## src/rtl/feature_out_buffer.sv

```systemverilog
// ============================================================================
// Module   : feature_out_buffer
// Purpose  : FWFT output FIFO for pooled features with frame tagging.
//            Frame checksum is built only with FEATURE_OUT_CHECKSUM_EN.
// Revision : 1.0
// ============================================================================
`default_nettype none

module feature_out_buffer #(
   parameter int DATA_WIDTH = 16,
   parameter int DEPTH      = 32,
   parameter int FRAME_LEN  = 1176
) (
   input  logic                       clk,
   input  logic                       rst,
   input  logic                       i_feature_valid,
   input  logic [DATA_WIDTH-1:0]      i_feature,
   output logic                       o_valid,
   output logic [DATA_WIDTH-1:0]      o_feature,
   input  logic                       i_ready,
   output logic                       o_last,
   output logic                       o_frame_done,
   output logic                       o_overflow,
   output logic [$clog2(DEPTH):0]     o_count,
   output logic [15:0]                o_checksum
);

   localparam int              AW         = $clog2(DEPTH);
   localparam int              IW         = (FRAME_LEN > 1) ? $clog2(FRAME_LEN) : 1;
   localparam logic [AW:0]     C_FULL     = (AW+1)'(DEPTH);
   localparam logic [IW-1:0]   C_LAST_IDX = IW'(FRAME_LEN - 1);

   logic [DATA_WIDTH-1:0] mem [DEPTH];
   logic [AW-1:0]         wr_ptr;
   logic [AW-1:0]         rd_ptr;
   logic [AW:0]           count;
   logic [IW-1:0]         idx;
   logic                  overflow;
   logic                  frame_done;

   logic                  not_empty;
   logic                  push;
   logic                  pop;
   logic                  head_last;

   always_comb begin
      not_empty = (count != '0);
      pop       = not_empty && i_ready;
      // A full FIFO still accepts when the head leaves in the same cycle.
      push      = i_feature_valid && ((count != C_FULL) || pop);
      head_last = not_empty && (idx == C_LAST_IDX);
   end

   always_ff @(posedge clk) begin
      if (rst && push) begin
         mem[wr_ptr] <= i_feature;
      end
   end

   always_ff @(posedge clk) begin
      if (!rst) begin
         wr_ptr     <= '0;
         rd_ptr     <= '0;
         count      <= '0;
         idx        <= '0;
         overflow   <= 1'b0;
         frame_done <= 1'b0;
      end else begin
         if (push) begin
            wr_ptr <= wr_ptr + 1'b1;
         end
         if (pop) begin
            rd_ptr <= rd_ptr + 1'b1;
         end
         case ({push, pop})
            2'b10:   count <= count + 1'b1;
            2'b01:   count <= count - 1'b1;
            default: count <= count;
         endcase
         if (i_feature_valid && !push) begin
            overflow <= 1'b1;
         end
         // Framing follows popped words only; dropped inputs never count.
         if (pop) begin
            idx <= head_last ? '0 : idx + 1'b1;
         end
         frame_done <= pop && head_last;
      end
   end

`ifdef FEATURE_OUT_CHECKSUM_EN
   logic [15:0] acc;
   logic [15:0] checksum;
   logic [15:0] head_low;

   generate
      if (DATA_WIDTH >= 16) begin : g_low_slice
         assign head_low = mem[rd_ptr][15:0];
      end else begin : g_low_sext
         assign head_low = {{(16-DATA_WIDTH){mem[rd_ptr][DATA_WIDTH-1]}}, mem[rd_ptr]};
      end
   endgenerate

   always_ff @(posedge clk) begin
      if (!rst) begin
         acc      <= '0;
         checksum <= '0;
      end else if (pop) begin
         if (head_last) begin
            checksum <= acc + head_low;
            acc      <= '0;
         end else begin
            acc      <= acc + head_low;
         end
      end
   end

   assign o_checksum = rst ? checksum : 16'h0000;
`else
   assign o_checksum = 16'h0000;
`endif

   // Status outputs are forced low while reset is held.
   assign o_valid      = rst && not_empty;
   assign o_feature    = mem[rd_ptr];
   assign o_last       = rst && head_last;
   assign o_frame_done = rst && frame_done;
   assign o_overflow   = rst && overflow;
   assign o_count      = rst ? count : '0;

endmodule

`default_nettype wire

```

## config.mk

```make
export PLATFORM = sky130hd
export DESIGN_NAME = feature_out_buffer
export DESIGN_NICKNAME = d
export VERILOG_FILES = /design/src/rtl/feature_out_buffer.sv
export SDC_FILE = /design/constraint.sdc
export NUM_CORES = 1
export LEC_CHECK = 0
export CORE_ASPECT_RATIO = 1.25
export CORE_UTILIZATION = 40
export DETAILED_ROUTE_END_ITERATION = 6
export PLACE_DENSITY_LB_ADDON = 0.08
export SKIP_CTS_REPAIR_TIMING = 1
export SLEW_MARGIN = 20
export SYNTH_ARGS = -nofsm -noshare
export SYNTH_HDL_FRONTEND = slang
export SYNTH_SLANG_ARGS = --single-unit
```

## constraint.sdc

```tcl
create_clock -name clk -period 4.3 [get_ports clk]
set_input_delay 0.645 -clock clk [delete_from_list [all_inputs] [get_ports clk]]
set_output_delay 0.645 -clock clk [all_outputs]
set_load 0.005 [all_outputs]
```

Word-level counts from Yosys, hierarchy flattened --
Memory sizes are Yosys's and may differ from the RTL's. A register that Yosys moved wholly into a read port is not among the register bits. Index checks and enable logic that the tools add are counted.
Cells by class: add/subtract/negate cells 5, equal/unequal tests 4, multiplexer cells 7, reductions and logical operators 14
Operator list (number):
- 6-bit case mux with 2 select lines | 1
- 11-bit by 1-bit adder with 11-bit output (second input constant) | 1
- 11-bit equality test (second input constant) | 1
- 11-bit two-way mux | 1
- 5-bit by 1-bit adder with 5-bit output (second input constant) | 2
- 1-bit logical AND | 10
- 5-bit two-way mux | 2
- 6-bit by 1-bit adder with 6-bit output (second input constant) | 1
- 6-bit two-way mux | 1
- 6-bit inequality test (second input constant) | 1
- 6-bit nonzero test | 1
- 6-bit by 1-bit subtractor with 6-bit output (second input constant) | 1
- 2-bit by 1-bit equality test with 1-bit output (second input constant) | 1
- 2-bit equality test (second input constant) | 1
- 1-bit two-way mux | 2
- 2-bit nonzero test | 1
- 1-bit logical NOT | 1
- 1-bit logical OR | 1
Word-level totals: flip-flop bits (word level) 29, memory bits (writable) 512, input port bits 20, output and inout bits 42, word-level logic and storage cells 37, memories kept 1
Memory list:
- mem | depth 32, bits a word 16, read ports 1, clocked after Yosys merged registers in 1, write ports 1, RTL line 33 | logic [DATA_WIDTH-1:0] mem [DEPTH];

Depth between registers and ports, before layout --
Gate-level depths: netlist of the first run.
depth after elaboration 7, gate-level depth with buffers 10, depth with buffers taken out 10

Least setup slack after synthesis of the first run --
No wires, ideal clock.
path type input port to flip-flop, start point input i_feature_valid, end point memory mem[31][0] (enable), library setup time 0.409 ns, data arrival time 2.570 ns, path slack 1.321 ns, cell stages on the path 4, path buffers 0, path through inv_1 -> a31oi_1 -> nand2_1 -> nor3_1
Between the ends: cells in the longest elaborated chain, start to end 4
RTL lines:
- start: declaration | RTL line 16 | input logic i_feature_valid,
- 1-bit logical AND | RTL line 50 | push = i_feature_valid && ((count != C_FULL) || pop);
- 1-bit logical AND | RTL line 55 | if (rst && push) begin
- 1-bit two-way mux | RTL line 55
- 1-bit two-way mux (implied by the code) | RTL line 56 | mem[wr_ptr] <= i_feature;
- end: declaration | RTL line 33
Every way passes these cells.

==> flow_results.org, run 1 <==
** Synth
- The synthesized netlist occupies a cell area of 21400 um2.
- In the synthesized netlist the async set-or-reset flop fraction comes to 0%.
- By instance count, the leading cell after synthesis is edfxtp_1.
- Yosys printed 0 warnings.
- Per-instance average area after synthesis :: 21.4 um2
- In this run, synthesis produced a sequential element count of 546.
- Largest cells by area after synthesis :: edfxtp_1 72%, mux4_2 17%, dfxtp_1 3.2%
- The commonest cells after synthesis are 512 x edfxtp_1, 160 x mux4_2, 62 x nor2_1.
- The synthesized netlist contains 46 unique library cells.
- The synthesized design spends more area on one cell type than any other, namely edfxtp_1.
- Share of the synthesized area in the top cell type :: 71.9%
- For this run, the leading register cell type out of synthesis is edfxtp_1.
- Synthesis handed over a netlist of 997 instances.
- Of the synthesized area, sequential elements account for 75.1%.
- The synthesized design contains 512 enable-type register cells.

** Floorplan
- For this configuration, the core starts out at a cell density of 40.6%.
- For this design the top-level I/O count stands at 62.
- The die is 261 um tall.
- Area of the core region :: 52700 um2
- Measured along the x axis, the die boundary spans 209 um.
- Full die area :: 54400 um2
- Number of cell rows :: 94

** Timing
- Final hold violations :: 0
- Slew @ Worst Pin :: 0.786 ns
- F_max :: 251 MHz
- The max-slew violation total from the final report was 0.
- For the final routed database, the setup TNS stands at 0 ns.
- Count of final setup violators :: 0
- Min cycle time layout :: 3.98 ns
- Setup repair after global routing left no endpoint under its margin.
- In this run the tightest slew margin relative to its limit is 47.5%.
- Of the available clock period, the critical path in the final layout requires 92.5%.
- Worst Hold Slack :: 0.481 ns
- Layout Skew :: 0.0208 ns

** Routing
- Dividing the detail-routed wire length by the instance count gives 28.0 um.
- In the routed design, unresolved DRC markers number 0.
- In this run, the number of DRC markers left after iteration 0 of detailed routing was 586.
- The routed layout has 9975 vias.
- In the routed layout, each cell is associated on average with a via count of 5.49.
- Once detail routing completed, the nets flagged for antenna violations numbered 0.
- Drt pass-1 iters :: 5
- Total Routed Length :: 51.0 mm

** Finish
- Multi-input gate area in the final layout :: 5110 um2
- Synthesis-to-layout area growth :: 15.7%
- Final-layout fill cell count :: 4419
- Finished Cell Area :: 24700 um2
- Final core occ :: 46.9%
- Post-Layout Cell Count :: 1817
- Registers take 16100 um2.
- The repair_antennas step left the layout with diodes totalling 0.
- The net count of the finished layout is 1133.
- Share of cells above drive strength 1 :: 31.8%

** Global routing
- Initial antenna violation count :: 7
- Vias in the first global route :: 10700
- Total overflow reported by the global router :: 0
- Combined global-route utilization of all metal layers :: 19.5%
- The first global-routing pass estimated 74.9 mm of wire.
- Pin count of the biggest net entering global routing :: 49

** Placed design
- Once placement completed, the tool counted placed cells totaling 1717.
- Buffers on Ports :: 45
- At the end of routability-driven placement, the weighted congestion stood at 0.811.
- Once detailed placement completed, the half-perimeter wirelength came to 29.0 mm.
- After detailed placement, the total cell area comes to 23000 um2.

** Power
- Summed over all cells, the static leakage comes to 7.63 nW.
- Dividing total power by cell area gives a power density of 517 nW/um2.
- The worst-case IR drop observed on VDD is 0.000311 V.

** Min path
- Hold depth :: 2
- The startpoint identified for the worst hold timing path is overflow.
- The path with the worst hold slack has its endpoint at overflow.
- Worst min-delay path category :: reg2reg

** Clock network
- Clock tree synthesis inserted a total of 55 buffers.
- TritonCTS built the clock tree.
- The H-tree was split into 2 levels.
- Clock insertion delay at the later pin of the skew report :: 0.60 ns
- Clock-pin slew on the worst setup and hold paths :: 0.06 ns
- The clock passes through at most 3 buffers.
- Number of clock sinks :: 546
- CTS root buffer :: clkbuf_16

** Worst setup path
- STA classifies the critical path endpoint as a primary output.
- The worst register-to-register path ends at count[5].
- Startpoint type of the worst setup path :: flop
- Data required time at the worst endpoint :: 3.65 ns
- Crit Path Class :: reg2out
- Data arrives at the worst endpoint at 3.33 ns.
- The startpoint identified for the worst register-to-register timing path is count[1].
- Number of cell instances on the worst register-to-register path :: 10
- Critical path fanouts, max :: 47
- Across all register-to-register paths, the minimum setup slack is 1.37 ns.

** Job
- The tool flagged a number of max-cap violations equal to 0.

** Outcome
- The run finished with clean final reports.
cell usage in the layout, fill, tap and decap left out, drive strengths merged, types with 12 or more instances in the layout:
master | netlist | layout
edfxtp | 512 | 512
mux4 | 160 | 160
clkbuf | 27 | 65
buf | 34 | 65
nor2 | 62 | 62
dfxtp | 34 | 34
clkdlybuf4s50 | 0 | 29
clkinv | 0 | 26
nand2 | 20 | 20
mux2 | 17 | 17
conb | 1 | 16
inv | 12 | 12
registers in the layout, summed over array words and instances, names as in the netlist, named ones only:
register / flops
count: 6
overflow: 1
rd_ptr: 5
mem: 512
frame_done: 1
idx: 11
wr_ptr: 5
worst max-delay path: stages (launching register included):
cell,delay (ns)
dfxtp_4,0.39
buf_12,0.33
mux4_2,0.60
mux4_2,0.52
mux2_2,0.36
clkdlybuf4s50_1,0.47
stage by stage:
step	power (mW)	setup WS, ns
3_5_place_dp	8.15	0.838
3_3_place_gp	8.16	0.885
2_1_floorplan	7.44	1.32
4_1_cts	13.0	0.251
5_1_grt	13.3	0.210
6_report	12.8	0.320
per-layer routing:
layer | track usage (%) | up-vias | routed length (um)
li1 | - | 4320 | -
met1 | 26.4 | 5367 | 22400
met2 | 33.0 | 206 | 25800
met3 | 3.27 | 74 | 1850
met4 | 4.66 | 8 | 903
met5 | 0 | - | 47
power by group:
group | internal (mW) | total (mW) | switching [mW]
sequential | 5.88 | 5.96 | 0.0849
clock | 2.82 | 4.81 | 1.99
combinational | 1.05 | 2.01 | 0.965
layout make-up:
| type | instances | area share [%] |
|---|---|---|
| Inverter | 12 | 0.182 |
| Clock buffer | 65 | 6.05 |
| Clock inverter | 35 | 1.28 |
| Timing Repair Buffer | 94 | 3.49 |
| Multi-Input combinational cell | 393 | 20.6 |
| Tap cell | 672 | 3.40 |
| Sequential cell | 546 | 65.0 |
kinds of logic (layout without fill, tap and decap cells):
| group | count (synthesis) | count (layout) | share of synthesized area, % |
|---|---|---|---|
| compound gates | 39 | 39 | 1.18 |
| xor+xnor | 16 | 16 | 0.655 |
| fa+ha+maj | 11 | 11 | 0.679 |
| buf+inv | 73 | 206 | 1.68 |
| flops | 546 | 546 | 75.1 |
| mux | 179 | 179 | 17.8 |
| other cells | 1 | 16 | 0.0175 |
| simple gates | 132 | 132 | 2.87 |
worst max-delay path by stage:
stage,from,to,cells after the start
3_5_place_dp,i_ready,mem[2][3],7
6_report,flop,o_feature[0],5
3_3_place_gp,i_ready,mem[2][4],7
5_1_grt,flop,o_feature[8],5
2_1_floorplan,i_feature_valid,mem[31][0],4
4_1_cts,flop,o_feature[11],5
Power figures use the tool's default switching activity.
==> inputs of run 2 (changes only) <==
--- a/config.mk
+++ b/config.mk
@@ -7,8 +7,8 @@
 export LEC_CHECK = 0
 export CORE_ASPECT_RATIO = 1.25
 export CORE_UTILIZATION = 40
+export CTS_CLUSTER_SIZE = 25
 export DETAILED_ROUTE_END_ITERATION = 6
-export PLACE_DENSITY_LB_ADDON = 0.08
 export SKIP_CTS_REPAIR_TIMING = 1
 export SLEW_MARGIN = 20
 export SYNTH_ARGS = -nofsm -noshare
==> flow_results.org, run 2 (same netlist as run 1, synthesis figures left out) <==
** Timing
- The final hold violation count is 0.
- Hold is met by 0.473 ns.
- Min cycle time layout :: 3.99 ns
- Slew @ Worst Pin :: 1.05 ns
- The worst path uses 92.8% of the clock period.
- Worst max-slew margin expressed relative to the limit :: 30.0%
- RSZ-0062 raised after global routing :: false
- Setup violations remaining at the end of the flow were counted as 0.
- Across the routed clock network, the largest skew measured is 0.0180 ns.
- Slew Viols, Final :: 0
- Setup total negative slack on the finished layout was measured at 0 ns.
- F_max :: 251 MHz

** Routing
- In this run the remaining antenna-violating nets after routing total 0.
- Vias per cell :: 5.54
- The routed layout has 10100 vias.
- For this run, design rule violations remaining after detail routing come to 0.
- Iter 0 DRT Violations :: 790
- After detailed routing, the average wire length per cell comes to 25.9 um.
- The pre-antenna-repair detailed-routing pass consisted of 5 iterations.
- Total Routed Length :: 47.3 mm

** Floorplan
- Num ports :: 62
- Number of cell rows :: 94
- The die covers 54400 um2.
- From left edge to right edge, the die measures 209 um.
- Once the floorplan was initialized, standard cells occupied 40.6% of the core.
- Die Span Y :: 261 um
- After floorplanning, the core was sized to cover 52700 um2.

** Global routing
- The global routing stage identified its most utilized layer as met2.
- The first global-routing pass estimated 70.4 mm of wire.
- For met3 alone, demand over resource in global routing was 3.42%.
- Vias in the first global route :: 10500
- Global routing met2 resource utilization :: 30.2%
- Combined global-route utilization of all metal layers :: 18.0%
- The initial antenna violation count came to 2.
- Total overflow reported by the global router :: 0
- For this run, global-route usage on met1 was measured as 23.8%.
- Entering global routing, the biggest net connects 86 pins.

** Min path
- Worst min-delay path category :: reg2reg
- The startpoint identified for the worst hold timing path is overflow.
- Hold depth :: 2
- For hold timing, the worst endpoint is overflow.

** Placed design
- Routability-driven placement finished with a final weighted congestion of 0.751.
- During placement, the flow inserted port buffers numbering 45.
- Summed over all nets, the half-perimeter wirelength after detailed placement is 27.9 mm.

** Power
- Net switching share of the total power :: 24.1%
- Part of the total power dissipated in sequential elements :: 48.3%
- Across the VDD grid, the largest voltage drop is 0.000294 V.
- The internal power of the cells totals 9.37 mW.
- In this run the power spent charging and discharging nets is 2.98 mW.
- Of the total power, combinational logic draws 16.4%.
- P_leak :: 7.57 nW
- Clock power share :: 35.3%
- For this design the ratio of total power to cell area is 502 nW/um2.

** Worst setup path
- Reg2reg setup slack :: 1.24 ns
- Data required time at the worst endpoint :: 3.65 ns
- Critical path arrival :: 3.35 ns
- Crit Path Class :: reg2out
- The worst setup path is launched from a flop.
- In this run the worst path has a maximum fanout of 41.
- The worst setup path is captured at a primary output.
- Reg-to-Reg End :: count[5]
- Crit Reg-Reg Startpoint :: count[1]
- Number of cell instances on the worst register-to-register path :: 10

** Finish
- Leaving out fill and tap cells, the most frequent cell in the layout is edfxtp_1.
- In the layout the commonest cells are 512 x edfxtp_1, 160 x mux4_2, 54 x clkbuf_16.
- The register with the most flip-flops in the layout has 512 of them.
- Register with the most flip-flops :: mem
- Top flop regs :: mem: 512 flops, idx: 11 flops, count: 6 flops
- The post-route netlist has 31.4% of its cells at a drive strength greater than 1.
- 0 antenna diodes ended up in the layout.
- Total Nets Final :: 1140
- The filler cells instantiated in the layout total 4371.
- Compared with the post-synthesis result, the final layout area differs by 15.0%.

** Clock network
- CTS tree :: done
- Number of clock sinks :: 546
- Maximum root-to-sink buffer count :: 3
- Number of CTS-inserted buffers :: 54
- Clock-pin slew was measured on the worst setup and hold paths at 0.06 ns.
- The tree is rooted in a clkbuf_16.
- Clock insertion delay at the later pin of the skew report :: 0.61 ns
- The H-tree was split into 2 levels.

** Job
- Across the run, the number of max-cap violations was 0.

** Outcome
- The flow ran to the end, and the final reports show no timing, DRC or antenna violations.
run 2: changes by cell type in the layout (fill, tap and decap cells not counted), sizes merged:
| cell | before | now |
|---|---|---|
| bufinv | 6 | 2 |
| inv | 12 | 14 |
| clkbuf | 65 | 68 |
| clkinv | 26 | 24 |
| clkdlybuf4s50 | 29 | 34 |
| buf | 65 | 68 |
run 2: layer usage:
metal | up-vias | part of all wire, %
li1 | 4323 | -
met1 | 5387 | 41
met2 | 312 | 51
met3 | 73 | 6.2
met4 | 4 | 2.4
met5 | - | 0.049
run 2: worst max path at each step:
stage	slack (ns)	depth (start not counted)	start	end
final	0.31	5	flop	o_feature[3]
after detailed placement	0.79	6	i_ready	mem[6][12]
after CTS	0.21	5	flop	o_feature[8]
after global routing	0.15	5	flop	o_feature[4]
after floorplan	1.32	4	i_feature_valid	mem[31][0]
after global placement	0.86	5	flop	o_feature[8]
run 2: cell type report:
class                   count  area [um2]  share of cell area [%]
multi-input cells         393        5110                    20.8
repair buffers            102         911                    3.70
clock buffers              68        1400                    5.71
well taps                 672         841                    3.42
flip-flops and latches    546       16100                    65.3
inverters                  12        45.0                   0.183
clock inverters            31         228                   0.926
run 2: critical path: stages (launching register included):
cell,delay (ns)
dfxtp_4,0.51
buf_12,0.34
mux4_2,0.57
mux4_2,0.52
mux2_2,0.29
clkdlybuf4s50_1,0.44
run 2: power groups by stage:
| stage | Combinational, mW | Clock [mW] | Sequential [mW] |
|---|---|---|---|
| final | 2.02 | 4.36 | 5.96 |
| after CTS | 2.08 | 4.48 | 5.97 |
| after global placement | 2.06 | 0 | 6.08 |
| after detailed placement | 2.07 | 0 | 6.08 |
| after global routing | 2.18 | 4.66 | 5.97 |
| after floorplan | 1.41 | 0 | 6.03 |
run 2: metrics by stage:
step	instance area (um2)	power, mW	std cells	utilization (%)	worst slack, ns
2_1_floorplan	21400	7.44	1012	-	1.32
3_3_place_gp	23000	8.14	1725	43.7	0.862
3_5_place_dp	23000	8.15	1725	43.7	0.787
4_1_cts	24700	12.5	1824	46.8	0.210
5_1_grt	24600	12.8	1824	46.7	0.152
6_report	24600	12.4	1824	46.7	0.310
==> inputs of run 3 (changes only) <==
==> constraint.sdc (replaced) <==
create_clock -name clk -period 4.3 [get_ports clk]
set_input_delay 0.645 -clock clk [delete_from_list [all_inputs] [get_ports clk]]
set_output_delay 0.645 -clock clk [all_outputs]
set_load 0.1 [all_outputs]
==> flow_results.org, run 3 (same netlist as run 1, synthesis figures left out) <==
** Finish
- The register with the most flip-flops in the layout has 512 of them.
- At the end of the flow the core is filled with cells to 46.4%.
- The number of antenna diodes in the final layout is 0.
- Synthesis-to-layout area growth :: 14.4%
- Seq. cell area :: 16100 um2
- Counting the fill cells in the layout gives 4341.
- Most common library cell in the layout ignoring fill and taps :: edfxtp_1
- mem holds more flip-flops than any other register.
- Multi-input gate area in the final layout :: 5110 um2
- Most used cells in the layout excluding fill and tap cells :: 512 x edfxtp_1, 160 x mux4_2, 79 x buf_4
- Top flop regs :: mem: 512 flops, idx: 11 flops, count: 6 flops
- Of the cells placed in the final design, the portion with a size suffix greater than 1 is 33.1%.
- Total Nets Final :: 1139

** Timing
- Setup total negative slack on the finished layout was measured at 0 ns.
- Layout Skew :: 0.0177 ns
- Slew Viols, Final :: 0
- Once routing completed, OpenROAD measured the worst setup slack at 0.330 ns.
- Setup repair after global routing left no endpoint under its margin.
- At the pin with the least slew margin, the transition time is 1.02 ns.
- Setup violations remaining at the end of the flow were counted as 0.
- F_max :: 252 MHz
- The routed design could run at a clock period as short as 3.97 ns.
- Crit share post-route :: 92.3%
- Worst max-slew margin expressed relative to the limit :: 31.9%
- The tightest hold path in the finished design has a slack of 0.494 ns.
- Final hold violations :: 0

** Worst setup path
- Among cell families on the critical path, the largest total delay comes from multiplexers.
- Crit Path Class :: reg2out
- The worst setup path is captured at a primary output.
- The endpoint identified for the worst register-to-register timing path is count[5].
- STA puts the critical path data arrival time at 3.32 ns.
- In this design, the stage delay of the slowest critical-path cell is 0.71 ns.
- Series of cell instances along the critical path :: buf_12, mux4_2, mux4_2, mux2_2, buf_4
- Data required time at the worst endpoint :: 3.65 ns
- On the critical path, the stage with the largest delay is an instance of dfxtp_4.
- Startpoint type of the worst setup path :: flop
- Of all nets on the critical path, the largest fanout is 25.
- The worst register-to-register path begins at count[1].
- Reg2reg setup slack :: 1.13 ns
- Counting stages on the worst path, the most repeated cell is mux4_2.
- Worst path bufs/invs :: 2
- Number of cell instances on the worst register-to-register path :: 11

** Floorplan
- 62 I/O pins were placed.
- Full die area :: 54400 um2
- The region available for standard cell placement spans 52700 um2.
- The die is 209 um wide.
- Die Span Y :: 261 um
- Number of cell rows :: 94
- Initial Utilization :: 40.6%

** Clock network
- Number of CTS-inserted buffers :: 51
- Clock insertion delay at the later pin of the skew report :: 0.58 ns
- Number of clock sinks :: 546
- Clock-pin slew on the worst setup and hold paths :: 0.07 ns
- TritonCTS built the clock tree.
- The longest clock path from root to sink contains 3 buffers.
- The cell sitting at the root of the clock tree is a clkbuf_16.
- H-tree levels :: 2

** Routing
- Total Routed Length :: 47.6 mm
- The routed layout has 10100 vias.
- Average wire per cell in the routed design :: 26.2 um
- Vias per cell :: 5.55
- Residual antenna-violating net count after detailed routing :: 0
- In the final routing, the length of wire on met1 measures 20.7 mm.
- After detailed routing, the met3 layer carries 2.54 mm of wire.
- Met2 wirelength from detailed routing :: 23.5 mm
- Iter 0 DRT Violations :: 871
- DR top layer :: met4
- Drt pass-1 iters :: 5
- In the routed design, unresolved DRC markers number 0.

** Outcome
- Outcome :: finished clean

** Min path
- The min-delay analysis places its worst path in the category reg2reg.
- The worst hold path begins at overflow.
- WHS Endpoint :: overflow
- Hold depth :: 2

** Placed design
- During placement, the flow inserted port buffers numbering 45.
- Routability congestion estimate :: 0.823
- Setup Slack @ Placement :: 0.809 ns
- Once detailed placement completed, the half-perimeter wirelength came to 29.8 mm.

** Global routing
- Combined global-route utilization of all metal layers :: 17.8%
- Initial antenna violation count :: 2
- Summed over all layers, the global routing overflow is 0.
- Entering global routing, the biggest net connects 39 pins.
- Vias in the first global route :: 10200
- First-pass GRT wire length :: 69.9 mm

** Power
- Worst vdd ir :: 0.000296 V
- P_leak :: 7.56 nW
- Power density of the placed cells :: 526 nW/um2

** Job
- Max-cap violations in this run came to 0.
## run 3: metrics by stage
stage | cell area [um2] | total power, mW | cells
after detailed placement | 22900 | 8.84 | 1727
after global routing | 24500 | 13.3 | 1820
final | 24500 | 12.9 | 1820
after global placement | 22900 | 8.83 | 1727
after floorplan | 21400 | 8.00 | 1012
after CTS | 24500 | 13.0 | 1820
## run 3: where the power goes
part           total [mW]  internal, mW  switching (mW)
logic                2.67          1.06            1.61
registers            6.01          5.88           0.137
clock network        4.19          2.27            1.92
## run 3: final cells by class
class                      instances  share of cell area (%)
sequential                       546                    65.7
timing repair buffer             104                    3.55
inverter                          12                   0.184
clock inverter                    30                   0.798
multi-input combinational        393                    20.9
tap                              672                    3.44
clock buffer                      63                    5.44
## run 3: worst max-delay path by stage
stage / startpoint / endpoint / slack (ns) / depth (start not counted)
finish: flop / o_feature[5] / 0.33 / 5
global route: flop / o_feature[0] / 0.19 / 5
detailed placement: i_ready / count[5] / 0.81 / 12
CTS: flop / o_feature[4] / 0.22 / 5
floorplan: rst / o_valid / 1.02 / 5
global placement: flop / o_feature[0] / 0.85 / 5
## run 3: worst min-delay path, stage by stage, from the launching register on
cell,delay [ns]
dfxtp_1,0.33
a31oi_1,0.05
nor2_1,0.08
## run 3: per-layer routing
| metal | vias up | global-route usage [%] |
|---|---|---|
| li1 | 4318 | - |
| met1 | 5400 | 25.1 |
| met2 | 326 | 29.3 |
| met3 | 62 | 2.35 |
| met4 | 0 | 4.60 |
| met5 | - | 0 |
